### src/rtl/uart_rx_ctrl_if.sv
// -----------------------------------------------------------------------------
// uart_rx_ctrl_if
// Host-side drain handshake of the UART receive controller.
//   dout       : head FIFO entry data
//   dout_err   : head FIFO entry error flag
//   dout_valid : FIFO not empty
//   dout_ready : host accepts the head entry (pop when valid & ready)
// master = controller (drives data), slave = host (drives ready).
// -----------------------------------------------------------------------------
interface uart_rx_ctrl_if;
  logic [7:0] dout;
  logic       dout_err;
  logic       dout_valid;
  logic       dout_ready;

  modport master (
    output dout,
    output dout_err,
    output dout_valid,
    input  dout_ready
  );

  modport slave (
    input  dout,
    input  dout_err,
    input  dout_valid,
    output dout_ready
  );
endinterface

### src/rtl/uart_rx_ctrl.sv
// -----------------------------------------------------------------------------
// uart_rx_ctrl
// Frame sequencer and result buffer for the UART receiver.
//   - Keeps a shadow frame configuration, copied to the live outputs only in
//     ARM, i.e. between frames.
//   - Arms the receiver (rx_start), captures each frame with its error status
//     and pushes it into a FIFO drained through dout_if (valid/ready).
//   - Saturating errored-frame counter (err_cnt) and sticky overflow (ovf).
//
// Ports
//   rx_clk, rst                 : clock, synchronous active-high reset
//   en                          : allow arming of new frames
//   cfg_wr, cfg_*               : shadow configuration write
//   rx_start, length, parity_*,
//   stop2                       : arm and live configuration to the receiver
//   rx_out, rx_done, rx_err     : receiver results
//   dout_if (master)            : FIFO head {dout_err, dout}, valid/ready
//   err_cnt, err_clr            : errored-frame counter and its clear
//   ovf, ovf_clr                : sticky dropped-frame flag and its clear
//   busy                        : state is not IDLE
//
// Build option
//   UART_RX_CTRL_DROP_ERR_EN : when defined, errored frames are counted but
//                              never pushed (and so never cause ovf).
//
// FIFO_DEPTH must be a power of two (pointers wrap naturally), >= 2.
// -----------------------------------------------------------------------------
module uart_rx_ctrl #(
  parameter int FIFO_DEPTH = 4,
  parameter int ERR_CNT_W  = 8
) (
  input  logic                 rx_clk,
  input  logic                 rst,
  input  logic                 en,
  input  logic                 cfg_wr,
  input  logic [3:0]           cfg_length,
  input  logic                 cfg_parity_type,
  input  logic                 cfg_parity_en,
  input  logic                 cfg_stop2,
  output logic                 rx_start,
  output logic [3:0]           length,
  output logic                 parity_type,
  output logic                 parity_en,
  output logic                 stop2,
  input  logic [7:0]           rx_out,
  input  logic                 rx_done,
  input  logic                 rx_err,
  uart_rx_ctrl_if.master       dout_if,
  output logic [ERR_CNT_W-1:0] err_cnt,
  input  logic                 err_clr,
  output logic                 ovf,
  input  logic                 ovf_clr,
  output logic                 busy
);

  localparam int PTR_W = $clog2(FIFO_DEPTH);
  localparam int CNT_W = PTR_W + 1;

  localparam logic [1:0] S_IDLE    = 2'd0;
  localparam logic [1:0] S_ARM     = 2'd1;
  localparam logic [1:0] S_WAIT    = 2'd2;
  localparam logic [1:0] S_CAPTURE = 2'd3;

  // ---------------------------------------------------------------------------
  // Sequencer
  // ---------------------------------------------------------------------------
  logic [1:0] state_q, state_d;

  always_comb begin
    state_d = state_q;
    case (state_q)
      S_IDLE:    if (en) state_d = S_ARM;
      S_ARM:     state_d = S_WAIT;
      S_WAIT:    if (rx_done) state_d = S_CAPTURE;  // en low does not abort
      S_CAPTURE: state_d = en ? S_ARM : S_IDLE;
      default:   state_d = S_IDLE;
    endcase
  end

  always_ff @(posedge rx_clk) begin
    if (rst) state_q <= S_IDLE;
    else     state_q <= state_d;
  end

  assign rx_start = (state_q == S_WAIT);
  assign busy     = (state_q != S_IDLE);

  // ---------------------------------------------------------------------------
  // Shadow and live configuration
  // ---------------------------------------------------------------------------
  logic [3:0] cfg_len_fix;
  logic [3:0] sh_length_q;
  logic       sh_ptype_q, sh_pen_q, sh_stop2_q;
  logic [3:0] lv_length_q;
  logic       lv_ptype_q, lv_pen_q, lv_stop2_q;

  // Illegal frame lengths fall back to 8 data bits.
  assign cfg_len_fix = (cfg_length >= 4'd5 && cfg_length <= 4'd8) ? cfg_length : 4'd8;

  always_ff @(posedge rx_clk) begin
    if (rst) begin
      sh_length_q <= 4'd8;
      sh_ptype_q  <= 1'b0;
      sh_pen_q    <= 1'b0;
      sh_stop2_q  <= 1'b0;
      lv_length_q <= 4'd8;
      lv_ptype_q  <= 1'b0;
      lv_pen_q    <= 1'b0;
      lv_stop2_q  <= 1'b0;
    end else begin
      if (cfg_wr) begin
        sh_length_q <= cfg_len_fix;
        sh_ptype_q  <= cfg_parity_type;
        sh_pen_q    <= cfg_parity_en;
        sh_stop2_q  <= cfg_stop2;
      end
      // Reads the pre-write shadow, so a cfg_wr in ARM lands in the next frame.
      if (state_q == S_ARM) begin
        lv_length_q <= sh_length_q;
        lv_ptype_q  <= sh_ptype_q;
        lv_pen_q    <= sh_pen_q;
        lv_stop2_q  <= sh_stop2_q;
      end
    end
  end

  assign length      = lv_length_q;
  assign parity_type = lv_ptype_q;
  assign parity_en   = lv_pen_q;
  assign stop2       = lv_stop2_q;

  // ---------------------------------------------------------------------------
  // Error tracking and capture register
  // ---------------------------------------------------------------------------
  logic       err_seen_q;
  logic [7:0] cap_data_q;
  logic       cap_err_q;

  always_ff @(posedge rx_clk) begin
    if (rst) begin
      err_seen_q <= 1'b0;
      cap_data_q <= 8'd0;
      cap_err_q  <= 1'b0;
    end else begin
      if (state_q == S_ARM) begin
        err_seen_q <= 1'b0;
      end else if (state_q == S_WAIT && rx_err) begin
        err_seen_q <= 1'b1;
      end
      if (state_q == S_WAIT && rx_done) begin
        cap_data_q <= rx_out;
        cap_err_q  <= err_seen_q | rx_err;
      end
    end
  end

  // ---------------------------------------------------------------------------
  // Result FIFO with registered head
  // ---------------------------------------------------------------------------
  logic [8:0]       mem [FIFO_DEPTH];
  logic [PTR_W-1:0] wr_ptr_q, rd_ptr_q, rd_ptr_nxt;
  logic [CNT_W-1:0] count_q, count_d;
  logic [8:0]       head_q, head_d;
  logic             valid_q;
  logic             capture, push_req, full, pop, push, ovf_set;
  logic [8:0]       cap_entry;

  assign capture   = (state_q == S_CAPTURE);
  assign cap_entry = {cap_err_q, cap_data_q};

`ifdef UART_RX_CTRL_DROP_ERR_EN
  assign push_req = capture & ~cap_err_q;
`else
  assign push_req = capture;
`endif

  assign full       = (count_q == CNT_W'(FIFO_DEPTH));
  assign pop        = valid_q & dout_if.dout_ready;
  // A pop in the same cycle frees the slot the push needs.
  assign push       = push_req & (~full | pop);
  assign ovf_set    = push_req & full & ~pop;
  assign rd_ptr_nxt = rd_ptr_q + PTR_W'(1);
  assign count_d    = count_q + CNT_W'(push) - CNT_W'(pop);

  // Next head: the entry behind the current one after a pop, or the pushed
  // frame when it lands in an otherwise empty FIFO.
  always_comb begin
    head_d = head_q;
    if (pop) begin
      if (count_q > CNT_W'(1)) head_d = mem[rd_ptr_nxt];
      else if (push)           head_d = cap_entry;
    end else if (count_q == '0 && push) begin
      head_d = cap_entry;
    end
  end

  always_ff @(posedge rx_clk) begin
    if (push) mem[wr_ptr_q] <= cap_entry;
  end

  always_ff @(posedge rx_clk) begin
    if (rst) begin
      wr_ptr_q <= '0;
      rd_ptr_q <= '0;
      count_q  <= '0;
      head_q   <= '0;
      valid_q  <= 1'b0;
    end else begin
      if (push) wr_ptr_q <= wr_ptr_q + PTR_W'(1);
      if (pop)  rd_ptr_q <= rd_ptr_nxt;
      count_q <= count_d;
      head_q  <= head_d;
      valid_q <= (count_d != '0);
    end
  end

  assign dout_if.dout       = head_q[7:0];
  assign dout_if.dout_err   = head_q[8];
  assign dout_if.dout_valid = valid_q;

  // ---------------------------------------------------------------------------
  // Error counter and overflow flag
  // ---------------------------------------------------------------------------
  logic [ERR_CNT_W-1:0] err_cnt_q;
  logic                 ovf_q;

  always_ff @(posedge rx_clk) begin
    if (rst) begin
      err_cnt_q <= '0;
      ovf_q     <= 1'b0;
    end else begin
      // Dropped frames are still counted; clear beats increment.
      if (err_clr)
        err_cnt_q <= '0;
      else if (capture && cap_err_q && err_cnt_q != '1)
        err_cnt_q <= err_cnt_q + ERR_CNT_W'(1);
      // A new overflow beats a simultaneous clear.
      if (ovf_set)      ovf_q <= 1'b1;
      else if (ovf_clr) ovf_q <= 1'b0;
    end
  end

  assign err_cnt = err_cnt_q;
  assign ovf     = ovf_q;

endmodule

### src/flat_wrapper.sv
// flat-port wrapper written by rule: the top's interface ports become plain ports
module uart_rx_ctrl_flat 
#(
  parameter int FIFO_DEPTH = 4,
  parameter int ERR_CNT_W  = 8
)
  (rx_clk, rst, en, cfg_wr, cfg_length, cfg_parity_type, cfg_parity_en, cfg_stop2, rx_start, length, parity_type, parity_en, stop2, rx_out, rx_done, rx_err, err_cnt, err_clr, ovf, ovf_clr, busy, dout_if_dout, dout_if_dout_err, dout_if_dout_valid, dout_if_dout_ready);
  uart_rx_ctrl_if dout_if_i ();
  input  logic rx_clk;
  input  logic rst;
  input  logic en;
  input  logic cfg_wr;
  input  logic [3:0] cfg_length;
  input  logic cfg_parity_type;
  input  logic cfg_parity_en;
  input  logic cfg_stop2;
  output logic rx_start;
  output logic [3:0] length;
  output logic parity_type;
  output logic parity_en;
  output logic stop2;
  input  logic [7:0] rx_out;
  input  logic rx_done;
  input  logic rx_err;
  output logic [ERR_CNT_W-1:0] err_cnt;
  input  logic err_clr;
  output logic ovf;
  input  logic ovf_clr;
  output logic busy;
  output wire logic [$bits(dout_if_i.dout)-1:0] dout_if_dout;
  output wire logic [$bits(dout_if_i.dout_err)-1:0] dout_if_dout_err;
  output wire logic [$bits(dout_if_i.dout_valid)-1:0] dout_if_dout_valid;
  input wire logic [$bits(dout_if_i.dout_ready)-1:0] dout_if_dout_ready;
  assign dout_if_dout = dout_if_i.dout;
  assign dout_if_dout_err = dout_if_i.dout_err;
  assign dout_if_dout_valid = dout_if_i.dout_valid;
  assign dout_if_i.dout_ready = dout_if_dout_ready;
  uart_rx_ctrl #(.FIFO_DEPTH(FIFO_DEPTH), .ERR_CNT_W(ERR_CNT_W)) u_core (.rx_clk(rx_clk), .rst(rst), .en(en), .cfg_wr(cfg_wr), .cfg_length(cfg_length), .cfg_parity_type(cfg_parity_type), .cfg_parity_en(cfg_parity_en), .cfg_stop2(cfg_stop2), .rx_start(rx_start), .length(length), .parity_type(parity_type), .parity_en(parity_en), .stop2(stop2), .rx_out(rx_out), .rx_done(rx_done), .rx_err(rx_err), .dout_if(dout_if_i), .err_cnt(err_cnt), .err_clr(err_clr), .ovf(ovf), .ovf_clr(ovf_clr), .busy(busy));
endmodule
### config.mk
export PLATFORM = sky130hd
export DESIGN_NAME = uart_rx_ctrl_flat
export DESIGN_NICKNAME = d
export VERILOG_FILES = /design/src/rtl/uart_rx_ctrl_if.sv /design/src/rtl/uart_rx_ctrl.sv /design/src/flat_wrapper.sv
export SDC_FILE = /design/constraint.sdc
export NUM_CORES = 1
export LEC_CHECK = 0
export ABC_CLOCK_PERIOD_IN_PS = 5500
export BUFFER_PORTS_ARGS = -buffer_cell sky130_fd_sc_hd__buf_2
export CAP_MARGIN = 40
export CORE_MARGIN = 10
export CORE_UTILIZATION = 25
export DETAILED_ROUTE_END_ITERATION = 10
export GPL_TIMING_DRIVEN = 0
export PLACE_DENSITY = 0.39
export SYNTH_ARGS = -nofsm -noshare
export SYNTH_HDL_FRONTEND = slang
export SYNTH_SLANG_ARGS = --single-unit
export TNS_END_PERCENT = 10
### constraint.sdc
create_clock -name rx_clk -period 5.5 [get_ports rx_clk]
set_input_delay 0.55 -clock rx_clk [delete_from_list [all_inputs] [get_ports rx_clk]]
set_output_delay 0.55 -clock rx_clk [all_outputs]
set_load 0.005 [all_outputs]
## After elaboration in Yosys (flattened, before gate mapping)

Memory sizes are Yosys's and may differ from the RTL's.
Cells that the tools add are included.

| storage, ports and cells | value |
|---|---|
| memory bits (writable) | 36 |
| bits in read-only memories | 0 |
| bits in latches | 0 |
| logic and storage cells | 73 |
| memories | 1 |
| flip-flop bits (word level) | 52 |

| operators by class | value |
|---|---|
| magnitude comparators | 3 |
| reduce and logical (&&, ||, !) cells | 16 |
| eq/ne operators | 8 |
| div/mod/pow operators | 0 |
| multiply operators | 0 |
| bitwise gates (word level) | 8 |
| add/subtract/negate cells | 5 |
| shift-type cells | 0 |
| multiplexer cells | 13 |

Memory list:

| name | words | width | rd ports | clocked after memory_dff | wr ports | RTL line | source |
|---|---|---|---|---|---|---|---|
| u_core.mem | 4 | 9 | 1 | 0 | 1 | uart_rx_ctrl.sv:160 | `logic [8:0] mem [FIFO_DEPTH];` |

Operators by type and width:

| cell | count |
|---|---|
| $mux W9 | 4 |
| $add A8 B1 Y8 const B | 1 |
| $ne A8 B8 Y1 const B | 1 |
| $pmux W2 S4 | 1 |
| $logic_and A1 B1 Y1 | 6 |
| $reduce_bool A2 Y1 | 3 |
| $mux W1 | 5 |
| $add A2 B1 Y2 const B | 2 |
| $and A1 B1 Y1 | 4 |
| $eq A2 B2 Y1 const B | 2 |
| $ge A4 B3 Y1 const B | 1 |
| $le A4 B4 Y1 const B | 1 |
| $mux W2 | 2 |
| $mux W4 | 1 |
| $reduce_and A2 Y1 | 2 |
| $reduce_or A2 Y1 | 2 |
| $add A3 B1 Y3 | 1 |
| $eq A3 B3 Y1 const B | 1 |
| $gt A3 B1 Y1 const B | 1 |
| $logic_not A3 Y1 | 1 |
| $ne A3 B3 Y1 const B | 1 |
| $reduce_bool A3 Y1 | 1 |
| $sub A3 B1 Y3 | 1 |
| $eq A2 B1 Y1 const B | 1 |
| other kinds (5) | 7 |

## Longest topological paths before layout

| logic depth | value |
|---|---|
| depth in word-level cells | 7 |
| depth in mapped cells | 8 |

## Least setup slack after synthesis

OpenSTA, ideal clock, no wires.

| timing path | value |
|---|---|
| path kind | input -> register |
| from | input port dout_if_dout_ready |
| to | register u_core.valid_q, in the netlist u_core.dout_if.dout_valid |
| required time | 5,368 ps |
| cell stages on the path | 8 |
| setup slack | 3,396 ps |
| data arrival time | 1,972 ps |
| library setup time | 132 ps |
| buffers on the path | 0 |
| path through | nand2_1 inv_1 ha_1 inv_1 ha_1 fa_1 xor2_1 a21oi_1 |

| between the ends | value |
|---|---|
| longest elaborated chain between the ends | 6 |

RTL lines:

| item | RTL line | source |
|---|---|---|
| start: declaration | flat_wrapper.sv:33 | `input wire logic [$bits(dout_if_i.dout_ready)-1:0] dout_if_dout_ready;` |
| $and A1 B1 Y1 (*) | uart_rx_ctrl.sv:178 | `assign pop = valid_q & dout_if.dout_ready;` |
| $or A1 B1 Y1 | uart_rx_ctrl.sv:180 | `assign push = push_req & (~full \| pop);` |
| $and A1 B1 Y1 | uart_rx_ctrl.sv:180 |  |
| $add A3 B1 Y3 | uart_rx_ctrl.sv:183 | `assign count_d = count_q + CNT_W'(push) - CNT_W'(pop);` |
| $sub A3 B1 Y3 (*) | uart_rx_ctrl.sv:183 |  |
| $reduce_bool A3 Y1 (*) | uart_rx_ctrl.sv:213 | `valid_q <= (count_d != '0);` |
| end signal: assignment | uart_rx_ctrl.sv:213 |  |
| end: declaration | uart_rx_ctrl.sv:164 | `logic valid_q;` |

Every way passes the cells marked *; elsewhere a longest branch is shown, timed or not.
A chain may end at the register's enable or synchronous reset.

## Final worst setup path

| timing path | value |
|---|---|
| from | register u_core.state_q[1] |
| to | register u_core.valid_q, in the netlist u_core.dout_if.dout_valid |

| between the ends | value |
|---|---|
| longest elaborated chain between the ends | 5 |

RTL lines:

| item | RTL line | source |
|---|---|---|
| start: declaration | uart_rx_ctrl.sv:67 | `logic [1:0] state_q, state_d;` |
| start signal: assignment | uart_rx_ctrl.sv:82 | `else state_q <= state_d;` |
| $eq A2 B2 Y1 | uart_rx_ctrl.sv:168 | `assign capture = (state_q == S_CAPTURE);` |
| $and A1 B1 Y1 | uart_rx_ctrl.sv:180 |  |
| via u_core.push | uart_rx_ctrl.sv:165 | `logic capture, push_req, full, pop, push, ovf_set;` |
| $add A3 B1 Y3 | uart_rx_ctrl.sv:183 |  |
| $sub A3 B1 Y3 | uart_rx_ctrl.sv:183 |  |
| via u_core.count_d[1] | uart_rx_ctrl.sv:162 | `logic [CNT_W-1:0] count_q, count_d;` |
| $reduce_bool A3 Y1 | uart_rx_ctrl.sv:213 |  |

The timed path passes the listed nets, and every way through them passes these cells.

==> parameters.txt <==
Parameter                              Value

Setup path
  Slowest cell delay on critical path ... 0.44 ns
  Max Fanout on Critical Path ... 10
  Setup crit start kind ... register
  Critical path endpoint category ... register
  Worst EP arrival ... 2.34 ns
  Kind of critical path ... register to register
  Crit-path cells ... ha_1 > buf_6 > inv_1 > a31oi_2 > ha_1 > fa_1 > nor2_1 > a21oi_1
  Most prevalent standard cell on the critical path ... sky130_fd_sc_hd__ha_1
  Slowest stage cell, crit path ... sky130_fd_sc_hd__fa_1
  Worst EP required ... 5.70 ns

Layout
  Post-layout net count ... 402
  Post-synthesis to final-layout area growth ... 20.6%
  Fraction of layout cells with a size suffix above 1 ... 22.6%
  # fillers ... 1493
  Diodes inserted ... 0
  Most common library cell in the layout ignoring fill and taps ... sky130_fd_sc_hd__dfxtp_1
  Post-route design area ... 4430 sq um
  Commonest non-fill, non-tap cells in the layout ... sky130_fd_sc_hd__dfxtp_1 (52), sky130_fd_sc_hd__buf_2 (50), sky130_fd_sc_hd__edfxtp_1 (36), sky130_fd_sc_hd__a21oi_1 (27), sky130_fd_sc_hd__nor2_1 (24)

Synth
  Syn Nets ... 342
  Top cells by area in the synthesized netlist ... sky130_fd_sc_hd__edfxtp_1 (29%), sky130_fd_sc_hd__dfxtp_1 (28%), sky130_fd_sc_hd__mux2i_1 (6.3%)
  Yosys top cell area share ... 29.4%
  Synthesized area ... 3670 sq um
  Most instantiated flip-flop cell in the synthesis netlist ... sky130_fd_sc_hd__dfxtp_1
  Count of warnings emitted by yosys ... 0
  Fraction of registers with async set or reset after synthesis ... 0%
  Mean post-synth cell area ... 12.1 sq um
  Seq/Total Area, Yosys ... 57.8%
  Cell count after synthesis ... 303
  Post-synth EDFFs ... 36
  Yosys cell types ... 47
  Post-synthesis register bit count ... 88
  Synth area leader ... sky130_fd_sc_hd__edfxtp_1

Clocking
  CTS root buffer ... sky130_fd_sc_hd__clkbuf_16
  Maximum root-to-sink buffer count ... 2
  Post-CTS setup repair buffer count ... 0
  CTS-repair resized insts ... 0
  Clock insertion delay at the later pin of the skew report ... 0.35 ns
  Post-CTS clock slew at the launch and capture registers of the worst setup and hold paths ... 0.06 ns
  Clock tree from TritonCTS ... done
  Number of sinks driven by the clock tree ... 88
  Number of buffers added by the clock tree synthesis step ... 9
  Count of hold-fix buffers inserted at cts ... 0
  Level count of the clock H-tree ... 3

Route
  Routed wire per std cell ... 16.4 um
  Total number of vias ... 2455
  Antenna Nets Post-Route ... 0
  First drt pass iteration count ... 4
  Post-Route WL ... 9.04 mm
  Per-cell via count in the routed design ... 4.45
  DR DRC count ... 0
  Iteration-0 DRC count of the detailed router ... 90

Timing
  Count of endpoints failing hold in the final timing report ... 0
  Worst-Margin Slew ... 0.769 ns
  Number of max-slew violations in the final report ... 0
  Clock skew ... 0.00672 ns
  Final critical-path share of the clock period ... 38.9%
  Highest achievable clock rate ... 468 MHz
  Period minus WS final ... 2.14 ns
  Final Setup Violations ... 0
  Unrepaired setup endpoints after global routing ... no
  WHS ... 0.439 ns
  Worst rel slew slack ... 48.7%
  Sum Neg Setup Slack ... 0 ns

Floorplanning
  Count of standard-cell rows ... 44
  Die Outline Area ... 19900 sq um
  Die extent in x ... 141 um
  Number of primary I/O pins ... 52
  Starting density of the core ... 25.4%
  Core outline area ... 14500 sq um
  Die height ... 141 um

Worst hold path
  Hold WC Path Type ... primary input to register

GRT
  Pin count of the biggest net entering global routing ... 15
  First-pass GRT wire length ... 14.4 mm
  Gr usage total ... 9.43%
  Total congestion overflow ... 0
  Number of global-route vias before repair ... 2620
  Initial antenna violation count ... 0

Power and ir drop
  Power per Cell Area ... 417 nW/um^2
  Largest voltage drop on the vdd net ... 162 uV
  Static power due to leakage ... 1.77 nW

Placement
  Post-DP HPWL ... 6.33 mm
  Cell area after placement ... 4150 sq um
  IO buf count ... 49
  Routability Congestion ... 0.716

Job
  Number of max-capacitance violations reported ... 0

Run status
  Status ... finished clean
## metrics by stage
| stage | cells | worst slack, ns | power, mW | util [%] |
|---|---|---|---|---|
| floorplan | 303 | 3.40 | 1.12 | - |
| global placement | 536 | 3.12 | 1.27 | 28.7 |
| detailed placement | 536 | 3.11 | 1.28 | 28.7 |
| CTS | 552 | 3.35 | 1.89 | 30.6 |
| global route | 552 | 3.20 | 1.97 | 30.6 |
| finish | 552 | 3.36 | 1.85 | 30.6 |
## cells in the mapped netlist, drive strengths merged (3+ instances only)
cell	count
edfxtp	36
a21oi	28
dfxtp	52
nor2b	3
mux4	9
nor2	24
nand2b	4
nand4	3
clkbuf	9
ha	14
nand3	5
xor2	3
o31ai	11
nor3	4
nand2	23
and2	5
o21ai	4
mux2i	23
inv	14
buf	4
## state kept, by name, summed over array words and instances, names as in the netlist
signal / cells
u_core.cap_data_q: 8
u_core.head_q: 9
u_core.sh_pen_q: 1
u_core.rd_ptr_q: 2
u_core.parity_en: 1
u_core.ovf: 1
u_core.err_seen_q: 1
u_core.dout_if.dout_valid: 1
u_core.sh_ptype_q: 1
u_core.cap_err_q: 1
u_core.parity_type: 1
u_core.wr_ptr_q: 2
u_core.err_cnt: 8
u_core.sh_length_q: 4
u_core.mem: 36
u_core.stop2: 1
u_core.length: 4
u_core.count_q: 3
u_core.state_q: 2
u_core.sh_stop2_q: 1
## logic make-up after synthesis
kind of cell,count (synthesis),share of synthesized area [%]
XOR/XNOR,5,1.19
multiplexers,32,11.8
buffers and inverters,28,3.34
AO/OA/AOI/OAI,55,10.2
AND/OR/NAND/NOR,80,10.4
flip-flops,88,57.8
adder cells (fa/ha/maj),15,5.31
## critical path: cells and delay by family (launching register included)
kind | cells | cell delay, ns
AOI/OAI and AO/OA | 2 | 0.41
adders and majority gates | 3 | 0.89
buffers and inverters | 2 | 0.19
DFF | 1 | 0.40
and+or+nand+nor | 1 | 0.11
## report_power, final
part	internal [mW]	switching, mW	leakage, nW
logic	0.188	0.239	0.869
registers	0.762	0.0592	0.761
clock network	0.349	0.252	0.141
## final cells by class
cell class              count  area [sq um]  share of cell area (%)
multi-input cells         187          1430                    32.3
plain buffers              13          66.3                    1.50
clock inverters             5          48.8                    1.10
flip-flops and latches     88          2120                    47.9
inverters                  15          56.3                    1.27
clock buffers              11           233                    5.25
well taps                 184           230                    5.20
repair buffers             49           245                    5.54
## final timing paths
path / start / end / slack, ns / depth (start not counted)
max: u_core.state_q[1] / u_core.dout_if.dout_valid / 3.36 / 8
min: rx_out[6] / u_core.cap_data_q[6] / 0.44 / 3
max reg2reg: u_core.state_q[1] / u_core.dout_if.dout_valid / 3.36 / 8
min reg2reg: u_core.sh_length_q[3] / u_core.sh_length_q[3] / 0.46 / 2
## routing by layer
layer / share of wire, % / wire [um] / track usage, %
met3: 6.9 / 622 / 4.50
met5: 0 / 0 / 0
met1: 46 / 4190 / 11.3
met2: 46 / 4150 / 14.9
met4: 0.88 / 80 / 2.28
No activity file was read; power rests on OpenSTA's default activity.
